### src/rtl/sync_fifo_flags.sv
// sync_fifo_flags: single-clock FIFO with selectable standard/FWFT read,
// programmable almost-full/almost-empty thresholds, a fill count and
// one-cycle overflow/underflow error pulses.
//
// Ports:
//   clk, rst_n        clock (rising edge), asynchronous active-low reset
//   data_in, wr_en    write data / write request
//   rd_en             read request (standard) or pop of displayed word (FWFT)
//   data_out          read data (registered in standard mode, combinational in FWFT)
//   empty, full       0 words / DATA_DEPTH words stored
//   almost_full       fill_cnt >= AF_LEVEL
//   almost_empty      fill_cnt <= AE_LEVEL
//   fill_cnt          current word count, 0..DATA_DEPTH
//   overflow          one-cycle pulse after a rejected write
//   underflow         one-cycle pulse after a rejected read
module sync_fifo_flags #(
    parameter int DATA_WIDTH = 8,
    parameter int DATA_DEPTH = 16,
    parameter int FWFT       = 0,
    parameter int AF_LEVEL   = 14,
    parameter int AE_LEVEL   = 2
) (
    input  logic                          clk,
    input  logic                          rst_n,
    input  logic [DATA_WIDTH-1:0]         data_in,
    input  logic                          wr_en,
    input  logic                          rd_en,
    output logic [DATA_WIDTH-1:0]         data_out,
    output logic                          empty,
    output logic                          full,
    output logic                          almost_full,
    output logic                          almost_empty,
    output logic [$clog2(DATA_DEPTH):0]   fill_cnt,
    output logic                          overflow,
    output logic                          underflow
);

    localparam int AW = $clog2(DATA_DEPTH);
    localparam int PW = AW + 1;

    localparam logic [PW-1:0] DEPTH_L = PW'(DATA_DEPTH);
    localparam logic [PW-1:0] AF_L    = PW'(AF_LEVEL);
    localparam logic [PW-1:0] AE_L    = PW'(AE_LEVEL);

    // Elaboration-time parameter checks
    if ((DATA_DEPTH < 2) || ((DATA_DEPTH & (DATA_DEPTH - 1)) != 0)) begin : g_bad_depth
        $error("sync_fifo_flags: DATA_DEPTH must be a power of two >= 2");
    end
    if ((AF_LEVEL < 1) || (AF_LEVEL > DATA_DEPTH)) begin : g_bad_af
        $error("sync_fifo_flags: AF_LEVEL out of range 1..DATA_DEPTH");
    end
    if ((AE_LEVEL < 0) || (AE_LEVEL > DATA_DEPTH - 1)) begin : g_bad_ae
        $error("sync_fifo_flags: AE_LEVEL out of range 0..DATA_DEPTH-1");
    end

    logic [PW-1:0]         wr_ptr_q, wr_ptr_d;
    logic [PW-1:0]         rd_ptr_q, rd_ptr_d;
    logic                  overflow_q, overflow_d;
    logic                  underflow_q, underflow_d;
    logic [DATA_WIDTH-1:0] ram_q [DATA_DEPTH];
    logic                  rd_acc, wr_acc;
    logic [AW-1:0]         wr_addr, rd_addr;

    assign wr_addr = wr_ptr_q[AW-1:0];
    assign rd_addr = rd_ptr_q[AW-1:0];

    // Extra wrap bit makes the modular difference span 0..DATA_DEPTH.
    assign fill_cnt     = wr_ptr_q - rd_ptr_q;
    assign empty        = (fill_cnt == '0);
    assign full         = (fill_cnt == DEPTH_L);
    assign almost_full  = (fill_cnt >= AF_L);
    assign almost_empty = (fill_cnt <= AE_L);
    assign overflow     = overflow_q;
    assign underflow    = underflow_q;

    always_comb begin
        rd_acc      = rd_en && !empty;
        // A write into a full FIFO is fine when the head leaves the same cycle.
        wr_acc      = wr_en && (!full || rd_acc);
        wr_ptr_d    = wr_acc ? wr_ptr_q + PW'(1) : wr_ptr_q;
        rd_ptr_d    = rd_acc ? rd_ptr_q + PW'(1) : rd_ptr_q;
        overflow_d  = wr_en && !wr_acc;
        underflow_d = rd_en && !rd_acc;
    end

    always_ff @(posedge clk or negedge rst_n) begin
        if (!rst_n) begin
            wr_ptr_q    <= '0;
            rd_ptr_q    <= '0;
            overflow_q  <= 1'b0;
            underflow_q <= 1'b0;
        end else begin
            wr_ptr_q    <= wr_ptr_d;
            rd_ptr_q    <= rd_ptr_d;
            overflow_q  <= overflow_d;
            underflow_q <= underflow_d;
        end
    end

    // Storage is deliberately not reset.
    always_ff @(posedge clk) begin
        if (wr_acc) begin
            ram_q[wr_addr] <= data_in;
        end
    end

    if (FWFT != 0) begin : g_fwft
        assign data_out = empty ? '0 : ram_q[rd_addr];
    end else begin : g_std
        logic [DATA_WIDTH-1:0] data_out_q, data_out_d;

        // When full, wr_addr == rd_addr: the non-blocking RAM write lands
        // after this read samples the old head word.
        always_comb begin
            data_out_d = data_out_q;
            if (rd_acc) begin
                data_out_d = ram_q[rd_addr];
            end
        end

        always_ff @(posedge clk or negedge rst_n) begin
            if (!rst_n) begin
                data_out_q <= '0;
            end else begin
                data_out_q <= data_out_d;
            end
        end

        assign data_out = data_out_q;
    end

endmodule

### config.mk
export PLATFORM = sky130hd
export DESIGN_NAME = sync_fifo_flags
export DESIGN_NICKNAME = d
export VERILOG_FILES = /design/src/rtl/sync_fifo_flags.sv
export SDC_FILE = /design/constraint.sdc
export NUM_CORES = 1
export LEC_CHECK = 0
export CORE_MARGIN = 8
export CORE_UTILIZATION = 40
export DETAILED_ROUTE_END_ITERATION = 16
export HOLD_SLACK_MARGIN = 0.08
export PLACE_DENSITY_LB_ADDON = 0.05
export SYNTH_ARGS = -nofsm -noshare
export SYNTH_HDL_FRONTEND = slang
export SYNTH_SLANG_ARGS = --single-unit
### constraint.sdc
create_clock -name clk -period 3.68 [get_ports clk]
set_input_delay 0.552 -clock clk [delete_from_list [all_inputs] [get_ports clk]]
set_output_delay 0.552 -clock clk [all_outputs]
set_load 0.02 [all_outputs]
==> impl_metrics.env, run 1 <==
export IMPL_fmax_mhz=286
export IMPL_end_kind="output port"
export IMPL_core_area_um2=14600
export IMPL_p_int_mw=4.24
export IMPL_cap_violations=0
export IMPL_synth_seq_cells=148
export IMPL_synth_top_flop_cell="edfxtp_1"
export IMPL_switching_share=0.347
export IMPL_io_pins=31
export IMPL_hp_start="rd_ptr_q[4]$_DFFE_PN0P_"
export IMPL_grt_pass1_vias=3252
export IMPL_worstReg2RegEnd="ram_q[10][6]$_DFFE_PP_"
export IMPL_report_final_hold_viol_count=0
export IMPL_syn_nets=338
export IMPL_async_reset_ff_frac=0.135
export IMPL_grt_max_degree=36
export IMPL_fin_skew_ns=0.00796
export IMPL_num_antenna_cells=0
export IMPL_synth_top_family_by_area="multiplexers"
export IMPL_p_sw_mw=2.25
export IMPL_fill_cells=1215
export IMPL_cts_tree="built"
export IMPL_clk_path_buf_depth=2
export IMPL_grt_antenna_before_repair=0
export IMPL_final_cells=572
export IMPL_arrival_ns=2.94
export IMPL_cts_hold_buf=0
export IMPL_critical_path_startpoint="wr_ptr_q[0]$_DFFE_PN0P_"
export IMPL_gp_congestion=0.767
export IMPL_dp_cells=540
export IMPL_status="finished, final reports clean"
export IMPL_setup_tns_final_ns=0
export IMPL_final_common_cell="edfxtp_1"
export IMPL_numPortBuffers=30
export IMPL_synth_area_leader_cell="edfxtp_1"
export IMPL_place_hpwl_um=8330
export IMPL_start_util=0.410
export IMPL_clk_pin_slew_ns=0.06
export IMPL_rows=44
export IMPL_fin_nets=397
export IMPL_r2r_start="wr_ptr_q[0]$_DFFE_PN0P_"
export IMPL_track_usage=0.142
export IMPL_die_area_um2=19100
export IMPL_synthCells=316
export IMPL_yosysWarnings=0
export IMPL_drive_gt1_frac=0.260
export IMPL_ys_types=37
export IMPL_dr_total_vias=3039
export IMPL_setup_viol=0
export IMPL_grt_first_pass_wirelength_um=20100
export IMPL_startpoint_type="flop"
export IMPL_cp_endpoint="almost_full"
export IMPL_synth_top_area_frac=0.642
export IMPL_power_leakage_nw=2.52
export IMPL_rrSetupSlack_ns=0.44
export IMPL_ir_worst_vdd_uv=504
export IMPL_p_total_mw=6.49
export IMPL_fin_crit_ns=3.49
export IMPL_final_cell_mix="edfxtp_1, mux4_2, clkdlybuf4s50_1"
export IMPL_ys_top_cells_by_area="edfxtp_1, mux4_2, dfrtp_1"
export IMPL_crit_type="flop to output port"
export IMPL_clock_sinks=148
export IMPL_syn_area_per_cell_um2=18.9
export IMPL_worstPathRequired_ns=3.13
export IMPL_slew_limit_headroom=0.322
export IMPL_vias_per_cell=5.31
export IMPL_worstMarginPinSlew_ns=1.01
export IMPL_drc=0
export IMPL_power_frac_clock=0.250
export IMPL_hp_class="flop to flop"
export IMPL_final_max_slew_viol_count=0
export IMPL_holdWs_ns=0.499
export IMPL_share_seq_of_total_power=0.340
export IMPL_routedWlPerCell_um=22.9
export IMPL_fin_crit_sh=0.949
export IMPL_r2r_cells=10
export IMPL_synthMuxAreaShare=0.141
export IMPL_dieHeight_um=138
export IMPL_layout_setup_ws_ns=0.187
export IMPL_synth_xor_area_frac=0.0188
export IMPL_firstDrtPassIters=4
export IMPL_post_cts_buffers=0
export IMPL_antenna_left=0
export IMPL_rsz0062_at_grt="no"
export IMPL_synth_seq_area_share=0.726
export IMPL_critPathMaxFanout=8
export IMPL_drt_iter0_drc=224
export IMPL_overflow=0
export IMPL_syn2layout_area_growth_pct=20.3
export IMPL_cts_buffers_inserted=17
export IMPL_p_comb_frac=0.410
export IMPL_synthSimpleGateAreaFrac=0.0387
export IMPL_wl_um=13100
export IMPL_power_density_nw_per_um2=901
export IMPL_cts_htree_levels=4
export IMPL_synth_edf_count=128
export IMPL_root_buffer="clkbuf_16"
export IMPL_die_x_um=138
export IMPL_synth_compound_area_share=0.0391
export IMPL_clock_latency_ns=0.42
export IMPL_dp_slack_ns=0.285
export IMPL_synthAdderAreaFrac=0.0222
export IMPL_synth_area_um2=5990
-- timing repair --
action / in CTS / in global routing
gates resized for setup: 2 / 6
pin swaps: 0 / 0
endpoints found under the setup margin: 2 / 3
hold endpoints to repair: 0 / 0
-- cells in the mapped netlist, drive strengths merged (2+ instances only) --
cell    count
mux4       32
nand2      13
o21ai       2
mux2       10
o31ai       3
nor3        4
a21oi       2
edfxtp    128
xor2        3
clkbuf      8
buf         4
inv        10
dfrtp      20
ha          9
nor2       20
and3        2
o311ai      3
xnor2       9
a22oi      16
nand3       5
-- metrics by stage --
step                      cell area [um^2]  utilization
after floorplan                       5990            -
after global placement                6630        0.455
after detailed placement              6630        0.455
after CTS                             7190        0.493
after global routing                  7200        0.494
final                                 7200        0.494
-- power by group through the flow --
stage | Combinational, mW | Clock, mW | Sequential, mW
finish | 2.66 | 1.62 | 2.21
global route | 2.89 | 1.73 | 2.23
CTS | 2.70 | 1.66 | 2.21
detailed placement | 2.71 | 0 | 2.24
global placement | 2.71 | 0 | 2.23
floorplan | 1.65 | 0 | 2.27
-- sequential cells by signal, summed over array words and instances (netlist names) --
| name | cells |
|---|---|
| ram_q | 128 |
| data_out | 8 |
| rd_ptr_q | 5 |
| wr_ptr_q | 5 |
| overflow | 1 |
| underflow | 1 |
-- final cells by class --
class                           instances  area (um^2)  area share
Sequential cell                       148         4350       0.604
Multi-Input combinational cell        146         1570       0.217
Clock buffer                           25          518      0.0719
Timing Repair Buffer                   52          462      0.0641
Tap cell                              184          230      0.0320
Clock inverter                          7         42.5     0.00591
Inverter                               10         37.5     0.00521
-- metal layers --
metal / vias to the layer above / routed length, um / global-route usage
met5: - / 0 / 0
met4: 0 / 178 / 0.0515
met3: 13 / 564 / 0.0366
met2: 51 / 6340 / 0.220
met1: 1586 / 6000 / 0.190
li1: 1389 / - / -
-- cell families after synthesis --
| logic type | after synthesis |
|---|---|
| flip-flops | 148 |
| AND/OR/NAND/NOR | 51 |
| multiplexers | 43 |
| AO/OA/AOI/OAI | 30 |
| buffers and inverters | 22 |
| XOR/XNOR | 12 |
| adder cells (fa/ha/maj) | 10 |
-- worst max-delay path, cell delays in order (launching register included) --
cell             delay (ns)
dfrtp_2                0.41
inv_1                  0.09
ha_1                   0.22
fa_1                   0.42
nand2b_1               0.18
a21oi_2                0.16
xor2_2                 0.18
inv_2                  0.11
a31o_2                 0.23
clkdlybuf4s50_1        0.53
-- worst min path at each step --
stage	end	slack [ns]	cells past startpoint
after floorplan	data_out[0]$_DFFE_PN0P_	0.26	0
after global placement	rd_ptr_q[4]$_DFFE_PN0P_	0.48	1
after detailed placement	rd_ptr_q[4]$_DFFE_PN0P_	0.49	1
after CTS	rd_ptr_q[4]$_DFFE_PN0P_	0.50	1
after global routing	data_out[7]$_DFFE_PN0P_	0.51	1
final	rd_ptr_q[4]$_DFFE_PN0P_	0.50	1
Power figures use the tool's default switching activity.
==> run 2: changes to the inputs <==
--- a/config.mk
+++ b/config.mk
@@ -5,8 +5,10 @@
 export SDC_FILE = /design/constraint.sdc
 export NUM_CORES = 1
 export LEC_CHECK = 0
+export CELL_PAD_IN_SITES_DETAIL_PLACEMENT = 1
+export CELL_PAD_IN_SITES_GLOBAL_PLACEMENT = 1
 export CORE_MARGIN = 8
-export CORE_UTILIZATION = 40
+export CORE_UTILIZATION = 49
 export DETAILED_ROUTE_END_ITERATION = 16
 export HOLD_SLACK_MARGIN = 0.08
 export PLACE_DENSITY_LB_ADDON = 0.05
==> impl_metrics.env, run 2 (synthesis results as in run 1) <==
export IMPL_root_buffer="clkbuf_16"
export IMPL_core_area_um2=12000
export IMPL_die_x_um=127
export IMPL_end_kind="output port"
export IMPL_crit_chain="inv_1, ha_1, fa_1, nand2b_1, a21oi_2, xor2_2, inv_2, a2111oi_0, dlygate4sd2_1"
export IMPL_regArea_um2=4350
export IMPL_worstMarginPinSlew_ns=1.05
export IMPL_slew_limit_headroom=0.301
export IMPL_crit_type="flop to output port"
export IMPL_fill_cells=1042
export IMPL_cts_resized=1
export IMPL_die_area_um2=16000
export IMPL_fin_crit_ns=3.48
export IMPL_overflow=0
export IMPL_place_hpwl_um=8450
export IMPL_slowest_stage="dfrtp_1"
export IMPL_vias_per_cell=5.79
export IMPL_setup_viol=0
export IMPL_hold_end="rd_ptr_q[4]$_DFFE_PN0P_"
export IMPL_startpoint_type="flop"
export IMPL_drt_iter0_drc=245
export IMPL_gp_congestion=0.757
export IMPL_ir_worst_vdd_uv=449
export IMPL_hp_start="rd_ptr_q[4]$_DFFE_PN0P_"
export IMPL_final_max_slew_viol_count=0
export IMPL_largest_register_ffs=128
export IMPL_final_cell_mix="edfxtp_1, mux4_2, clkdlybuf4s50_1"
export IMPL_clock_latency_ns=0.42
export IMPL_syn2layout_area_growth_pct=20.2
export IMPL_drc=0
export IMPL_routedWlPerCell_um=24.7
export IMPL_clk_pin_slew_ns=0.06
export IMPL_cap_violations=0
export IMPL_drive_gt1_frac=0.254
export IMPL_wl_um=13200
export IMPL_grt_first_pass_wirelength_um=20100
export IMPL_critical_path_startpoint="wr_ptr_q[0]$_DFFE_PN0P_"
export IMPL_cts_hold_buf=0
export IMPL_fin_skew_ns=0.00641
export IMPL_cts_tree="built"
export IMPL_min_path_cells=1
export IMPL_status="finished, final reports clean"
export IMPL_firstDrtPassIters=4
export IMPL_numPortBuffers=30
export IMPL_antenna_left=0
export IMPL_worstPathRequired_ns=3.13
export IMPL_critical_path_max_stage_delay_ns=0.42
export IMPL_fin_nets=398
export IMPL_hp_class="flop to flop"
export IMPL_final_cells=536
export IMPL_io_pins=31
export IMPL_dieHeight_um=127
export IMPL_start_util=0.500
export IMPL_track_usage=0.175
export IMPL_arrival_ns=2.93
export IMPL_r2r_start="wr_ptr_q[0]$_DFFE_PN0P_"
export IMPL_report_final_hold_viol_count=0
export IMPL_setup_tns_final_ns=0
export IMPL_r2r_cells=10
export IMPL_grt_pass1_vias=3254
export IMPL_cts_buffers_inserted=17
export IMPL_multi_input_comb_area_um2=1560
export IMPL_dp_cells=504
export IMPL_power_density_nw_per_um2=920
export IMPL_clock_sinks=148
export IMPL_grt_max_degree=37
export IMPL_num_antenna_cells=0
export IMPL_final_common_cell="edfxtp_1"
export IMPL_rows=40
export IMPL_grt_antenna_before_repair=0
export IMPL_fin_crit_sh=0.947
export IMPL_rsz0062_at_grt="no"
export IMPL_cts_htree_levels=4
export IMPL_rrSetupSlack_ns=0.38
export IMPL_critPathMaxFanout=8
export IMPL_worstReg2RegEnd="ram_q[8][2]$_DFFE_PP_"
export IMPL_fmax_mhz=287
export IMPL_dr_total_vias=3102
export IMPL_clk_path_buf_depth=2
export IMPL_largest_register="ram_q"
export IMPL_power_leakage_nw=2.55
export IMPL_post_cts_buffers=0
[run 2: cell types whose count changed in the layout (fill, tap and decap cells not counted), sizes merged]
cell / previous run / this run
clkdlybuf4s50: 27 / 26
dlymetal6s2s: 1 / 3
clkinv: 4 / 7
inv: 13 / 12
buf: 22 / 23
bufinv: 0 / 3
clkbuf: 26 / 19
clkinvlp: 0 / 1
[run 2: metrics by stage]
stage	hold slack, ns	cell area [um^2]	power (mW)	util	worst slack, ns
floorplan	0.256	5990	3.92	-	0.0829
global placement	0.481	6590	4.92	0.551	0.332
detailed placement	0.486	6590	4.97	0.551	0.252
CTS	0.497	7180	6.69	0.600	0.00638
global route	0.502	7190	6.94	0.601	0.0316
finish	0.494	7190	6.61	0.601	0.196
[run 2: layout make-up]
class	instances	area share
inverters	10	0.00522
clock buffers	19	0.0602
multi-input cells	146	0.217
flip-flops and latches	148	0.604
clock inverters	13	0.0216
repair buffers	53	0.0666
well taps	147	0.0256
[run 2: worst max path at each step]
stage / cells past startpoint / end / slack (ns)
final: 9 / almost_empty / 0.20
after global routing: 9 / almost_empty / 0.03
after detailed placement: 9 / almost_empty / 0.25
after floorplan: 8 / almost_empty / 0.08
after global placement: 9 / almost_empty / 0.33
after CTS: 9 / empty / 0.006
[run 2: per-layer routing]
| layer | GRT usage | wire (um) | part of all wire | vias up |
|---|---|---|---|---|
| met2 | 0.274 | 6500 | 0.49 | 69 |
| met1 | 0.236 | 5970 | 0.45 | 1622 |
| met5 | 0 | 0 | 0 | - |
| met4 | 0.0665 | 171 | 0.013 | 0 |
| li1 | - | - | - | 1396 |
| met3 | 0.0381 | 570 | 0.043 | 15 |
[run 2: power breakdown]
part | total (mW) | internal, mW | leakage, nW | switching, mW
clock | 1.71 | 1.06 | 0.287 | 0.650
sequential | 2.21 | 2.09 | 1.40 | 0.121
combinational | 2.69 | 1.17 | 0.863 | 1.53
total | 6.61 | 4.32 | 2.55 | 2.30
[run 2: worst max-delay path: cells and delay by family, from the launching register on]
kind	cells	cell delay [ns]
AO/OA/AOI/OAI	2	0.50
adder cells (fa/ha/maj)	2	0.64
flip-flops	1	0.42
XOR/XNOR	1	0.18
AND/OR/NAND/NOR	1	0.18
buffers and inverters	3	0.59
